--- src/rtl/win3x3_pkg.sv ---
// Shared constants, tap indices and FSM state type for the 3x3 window generator.
package win3x3_pkg;
  localparam int PIX_W     = 8;
  localparam int WIN_TAPS  = 9;
  localparam int IMG_W_DEF = 8;
  localparam int IMG_H_DEF = 8;

  localparam int TAP_TL = 0;
  localparam int TAP_T  = 1;
  localparam int TAP_TR = 2;
  localparam int TAP_L  = 3;
  localparam int TAP_C  = 4;
  localparam int TAP_R  = 5;
  localparam int TAP_BL = 6;
  localparam int TAP_B  = 7;
  localparam int TAP_BR = 8;

  typedef enum logic [1:0] {ST_FILL, ST_STREAM, ST_FLUSH} state_t;
endpackage

--- src/rtl/win3x3_linebuf.sv ---
// Pixel delay line of 2*IMG_W+3 entries; entry 0 is the newest pixel.
// Exposes the nine raw window taps for the centre IMG_W+1 pixels behind the newest.
module win3x3_linebuf
  import win3x3_pkg::*;
#(
  parameter int IMG_W = IMG_W_DEF
) (
  input  logic                      i_clk,
  input  logic                      i_rst,
  input  logic                      i_shift,
  input  logic [PIX_W-1:0]          i_pixel,
  output logic [WIN_TAPS*PIX_W-1:0] o_taps
);
  localparam int DEPTH = 2 * IMG_W + 3;

  logic [PIX_W-1:0] r_sr [DEPTH];

  always_ff @(posedge i_clk) begin
    if (i_rst) begin
      for (int j = 0; j < DEPTH; j++) r_sr[j] <= '0;
    end else if (i_shift) begin
      r_sr[0] <= i_pixel;
      for (int j = 1; j < DEPTH; j++) r_sr[j] <= r_sr[j-1];
    end
  end

  assign o_taps[TAP_TL*PIX_W +: PIX_W] = r_sr[2*IMG_W+2];
  assign o_taps[TAP_T *PIX_W +: PIX_W] = r_sr[2*IMG_W+1];
  assign o_taps[TAP_TR*PIX_W +: PIX_W] = r_sr[2*IMG_W];
  assign o_taps[TAP_L *PIX_W +: PIX_W] = r_sr[IMG_W+2];
  assign o_taps[TAP_C *PIX_W +: PIX_W] = r_sr[IMG_W+1];
  assign o_taps[TAP_R *PIX_W +: PIX_W] = r_sr[IMG_W];
  assign o_taps[TAP_BL*PIX_W +: PIX_W] = r_sr[2];
  assign o_taps[TAP_B *PIX_W +: PIX_W] = r_sr[1];
  assign o_taps[TAP_BR*PIX_W +: PIX_W] = r_sr[0];
endmodule

--- src/rtl/win3x3_gen.sv ---
// Raster 3x3 window generator: one window per pixel, latency IMG_W+1 accepted pixels.
// Edge taps are zero-padded, or edge-replicated when WIN_REPLICATE_EN is defined.
module win3x3_gen
  import win3x3_pkg::*;
#(
  parameter int IMG_W = IMG_W_DEF,
  parameter int IMG_H = IMG_H_DEF
) (
  input  logic                      i_clk,
  input  logic                      i_rst,
  input  logic                      i_valid,
  input  logic [PIX_W-1:0]          i_pixel,
  output logic                      o_ready,
  output logic                      o_valid,
  output logic [WIN_TAPS*PIX_W-1:0] o_win,
  output logic                      o_last
);
  localparam int CNT_W = $clog2(IMG_W * IMG_H);
  localparam int ROW_W = $clog2(IMG_H);
  localparam int COL_W = $clog2(IMG_W);

  state_t                      r_state, w_state_nxt;
  logic [CNT_W-1:0]            r_cnt, w_cnt_nxt;
  logic [ROW_W-1:0]            r_nrow, r_orow;
  logic [COL_W-1:0]            r_ncol, r_ocol;
  logic                        r_valid, r_last;
  logic                        w_accept, w_shift, w_emit;
  logic [WIN_TAPS*PIX_W-1:0]   w_taps, w_win;
  logic                        w_row_top, w_row_bot, w_col_lft, w_col_rgt;

  assign o_ready  = (r_state != ST_FLUSH);
  assign w_accept = i_valid & o_ready;
  assign w_shift  = w_accept | (r_state == ST_FLUSH);
  assign w_emit   = ((r_state == ST_STREAM) & w_accept) | (r_state == ST_FLUSH);

  // r_cnt counts accepted pixels in FILL/STREAM and drain cycles in FLUSH.
  always_comb begin
    w_state_nxt = r_state;
    w_cnt_nxt   = r_cnt;
    case (r_state)
      ST_FILL: if (w_accept) begin
        w_cnt_nxt = r_cnt + 1'b1;
        if (r_cnt == CNT_W'(IMG_W)) w_state_nxt = ST_STREAM;
      end
      ST_STREAM: if (w_accept) begin
        w_cnt_nxt = r_cnt + 1'b1;
        if (r_cnt == CNT_W'(IMG_W * IMG_H - 1)) begin
          w_state_nxt = ST_FLUSH;
          w_cnt_nxt   = '0;
        end
      end
      ST_FLUSH: begin
        w_cnt_nxt = r_cnt + 1'b1;
        if (r_cnt == CNT_W'(IMG_W)) begin
          w_state_nxt = ST_FILL;
          w_cnt_nxt   = '0;
        end
      end
      default: begin
        w_state_nxt = ST_FILL;
        w_cnt_nxt   = '0;
      end
    endcase
  end

  always_ff @(posedge i_clk) begin
    if (i_rst) begin
      r_state <= ST_FILL;
      r_cnt   <= '0;
      r_nrow  <= '0;
      r_ncol  <= '0;
      r_orow  <= '0;
      r_ocol  <= '0;
      r_valid <= 1'b0;
      r_last  <= 1'b0;
    end else begin
      r_state <= w_state_nxt;
      r_cnt   <= w_cnt_nxt;
      r_valid <= w_emit;
      r_last  <= w_emit & (r_nrow == ROW_W'(IMG_H - 1)) & (r_ncol == COL_W'(IMG_W - 1));
      if (w_emit) begin
        r_orow <= r_nrow;
        r_ocol <= r_ncol;
        if (r_ncol == COL_W'(IMG_W - 1)) begin
          r_ncol <= '0;
          r_nrow <= (r_nrow == ROW_W'(IMG_H - 1)) ? '0 : r_nrow + 1'b1;
        end else begin
          r_ncol <= r_ncol + 1'b1;
        end
      end
    end
  end

  win3x3_linebuf #(.IMG_W(IMG_W)) u_linebuf (
    .i_clk   (i_clk),
    .i_rst   (i_rst),
    .i_shift (w_shift),
    .i_pixel (w_accept ? i_pixel : '0),
    .o_taps  (w_taps)
  );

  assign w_row_top = (r_orow == '0);
  assign w_row_bot = (r_orow == ROW_W'(IMG_H - 1));
  assign w_col_lft = (r_ocol == '0);
  assign w_col_rgt = (r_ocol == COL_W'(IMG_W - 1));

  for (genvar t = 0; t < WIN_TAPS; t++) begin : g_tap
    localparam int DR = t / 3 - 1;
    localparam int DC = t % 3 - 1;
    logic w_rin, w_cin;
    assign w_rin = (DR < 0) ? !w_row_top : (DR > 0) ? !w_row_bot : 1'b1;
    assign w_cin = (DC < 0) ? !w_col_lft : (DC > 0) ? !w_col_rgt : 1'b1;
`ifdef WIN_REPLICATE_EN
    // Clamp row and column independently back towards the centre tap.
    logic [1:0] w_sr, w_sc;
    logic [3:0] w_src;
    assign w_sr  = w_rin ? 2'(DR + 1) : 2'd1;
    assign w_sc  = w_cin ? 2'(DC + 1) : 2'd1;
    assign w_src = {2'b00, w_sr} * 4'd3 + {2'b00, w_sc};
    assign w_win[t*PIX_W +: PIX_W] = w_taps[w_src*PIX_W +: PIX_W];
`else
    assign w_win[t*PIX_W +: PIX_W] = (w_rin & w_cin) ? w_taps[t*PIX_W +: PIX_W] : '0;
`endif
  end

  assign o_valid = r_valid;
  assign o_last  = r_last;
  assign o_win   = r_valid ? w_win : '0;
endmodule

--- config.mk ---
export PLATFORM = sky130hd
export DESIGN_NAME = win3x3_gen
export DESIGN_NICKNAME = d
export VERILOG_FILES = /design/src/rtl/win3x3_pkg.sv /design/src/rtl/win3x3_linebuf.sv /design/src/rtl/win3x3_gen.sv
export SDC_FILE = /design/constraint.sdc
export NUM_CORES = 1
export LEC_CHECK = 0
export CAP_MARGIN = 5
export CORE_MARGIN = 2
export CORE_UTILIZATION = 56
export DETAILED_ROUTE_END_ITERATION = 10
export PLACE_DENSITY_LB_ADDON = 0.25
export SKIP_CTS_REPAIR_TIMING = 1
export SLEW_MARGIN = 30
export SYNTH_ARGS = -nofsm -noshare
export SYNTH_HDL_FRONTEND = slang
export SYNTH_SLANG_ARGS = --single-unit
--- constraint.sdc ---
create_clock -name i_clk -period 7.2 [get_ports i_clk]
set_input_delay 2.16 -clock i_clk [delete_from_list [all_inputs] [get_ports i_clk]]
set_output_delay 2.16 -clock i_clk [all_outputs]
set_load 0.01 [all_outputs]
==> out/qor.yml <==
numPortBuffers: 85
postSynthAreaPerCell_um2: 13.67
worstSetupPathType: "reg2out"
endpoint_kind: "output port"
dr.pass1.iters: 4
synth_top_area_share_pct: 63.23
h-tree-depth: 4
p_leak_uw: 0.003366
drt-total-wl_um: 12090
viasPerCell: 5.119
cts.clk_slew.worst_paths_ns: 0.06
cts-buffers-inserted: 17
dp_hpwl_um: 7507
yosysSeqAreaShare_pct: 69.34
worst_pin_slew_ns: 0.8171
maxSlewViolCount: 0
syn_nets: 545
syn_inst: 528
area_growth_pct: 22.36
relSlewSlack_pct: 45.11
drv_cap: 0
synth_cell_type_count: 37
gp_congestion: 0.7687
dieArea_um2: 13810
vias: 4080
clk_latency_ns: 0.43
cp_data_required_time_ns: 5.04
yosysWarningCount: 0
synth_edf_count: 152
grt_pass1_vias: 3983
most-common-layout-cells: "and2_1, edfxtp_1, clkdlybuf4s50_1, dfxtp_1, clkbuf_16"
antenna_cells: 0
clock_path_buffers: 2
hold_path_class: "reg2reg"
crit_arrival_ns: 2.58
yosys.area.top_type: "edfxtp_1"
critical_path_peak_fanout: 11
grt_max_degree: 137
core-area_um2: 12620
yosys-top-cells-area: "edfxtp_1, and2_1, dfxtp_1"
start_util_pct: 57.20
root_buffer: "clkbuf_16"
antenna_found_initial: 0
grt_first_pass_wirelength_um: 19670
drc: 0
fin_hold_ws_ns: 0.4924
overflow: 0
ios: 86
hold_viol: 0
rsz0062_at_grt: "no"
grtUsageTotal_pct: 18.33
irDropWorstVdd_v: 0.0001771
ys_seq_elements: 174
die_w_um: 117.5
drt_iter0_drc: 326
tns_ns: 0
synth-async-reset-ratio_pct: 0
die_h_um: 117.5
fin_crit_ns: 4.737
placed_cell_area_um2: 8200
startpoint_type: "register"
run_status: "finished, final reports clean"
min_period_over_period_pct: 65.79
n_fill_cell: 891
max_clock_freq_mhz: 211.1
drive_above_1_share_pct: 6.560
clock-sinks: 174
finalSetupViolCount: 0
routedWlPerCell_um: 15.17
final_area_um2: 8832
synth_flop_cell: "edfxtp_1"
power.density_nw_per_um2: 247.2
netlist_area_um2: 7218
nets: 631
finClkSkew_ns: 0.007323
final_common_cell: "and2_1"
rows: 41
ant_nets: 0
cts_tree: "done"
-- registers in the layout, indices dropped and copies added (netlist names), 2 cells and up --
| signal | cells |
|---|---|
| u_linebuf.r_sr | 152 |
| r_cnt | 6 |
| r_ncol | 3 |
| r_nrow | 3 |
| r_ocol | 3 |
| r_orow | 3 |
| r_state | 2 |
-- logic make-up (layout without fill, tap and decap cells) --
family / count (synthesis) / after routing / share of synthesized area [%]
compound gates: 39 / 39 / 3.432
buf+inv: 30 / 127 / 2.184
simple gates: 272 / 272 / 23.07
flops: 174 / 174 / 69.34
fa+ha+maj: 6 / 6 / 1.040
xor+xnor: 3 / 3 / 0.3641
mux: 4 / 4 / 0.5720
-- worst max-delay path, stage by stage, from the launching register on --
cell	delay, ns
dfxtp_1	0.50
inv_1	0.17
nor3_1	0.71
and2_1	0.24
clkdlybuf4s50_1	0.55
-- through the flow --
stage / util (%) / power [µW] / std cells / worst slack [ns]
finish: 69.99 / 2183 / 797 / 2.463
detailed placement: 64.98 / 1268 / 766 / 2.529
floorplan: - / 1245 / 528 / 0.9817
CTS: 69.74 / 2202 / 796 / 2.390
global route: 69.99 / 2252 / 797 / 2.231
global placement: 64.98 / 1264 / 766 / 2.610
-- report_power, final --
part | switching, µW | total [µW] | leakage, µW | internal, µW
Combinational | 41.1 | 68.6 | 0.00121 | 27.5
Sequential | 21.4 | 1180 | 0.00186 | 1160
Clock | 360 | 936 | 0.000289 | 576
-- cell type report --
class,instances,area (µm²),area share (%)
clock buffer,19,432.9,4.902
clock inverter,11,167.7,1.898
inverter,7,26.28,0.2975
multi-input combinational,324,2061,23.33
sequential,174,5005,56.67
tap,172,215.2,2.437
timing repair buffer,90,924.6,10.47
-- path summary, 6_finish.rpt --
path | from | end | slack (ns) | cells past startpoint
setup reg to reg | r_state[1] | u_linebuf.r_sr[0][103] | 5.09 | 5
hold reg to reg | r_ocol[2] | r_ocol[2] | 0.49 | 2
setup / recovery | o_valid | o_win[65] | 2.46 | 4
hold / removal | r_ocol[2] | r_ocol[2] | 0.49 | 2
-- routing by layer --
layer	GRT usage, %	vias up	wire, µm
li1	-	1990	-
met1	23.51	1975	5322
met2	28.58	95	5865
met3	5.620	20	639
met4	9.036	0	262
met5	0	-	0
-- synthesized netlist by cell type, types with 2 or more instances --
cell,n
buf_2,3
xor2_1,3
and2_1,216
nor3_1,6
buf_6,5
o31ai_1,2
mux2i_1,3
nor2_1,11
edfxtp_1,152
and3_1,3
nand3b_1,2
nand2b_1,4
nor2b_1,12
ha_1,6
o21ai_0,14
o2111ai_1,2
dfxtp_1,22
a21oi_1,14
nand3_1,10
inv_2,2
inv_1,5
or3_1,3
clkbuf_1,14
Note: power is estimated with default switching activity, not from simulation.
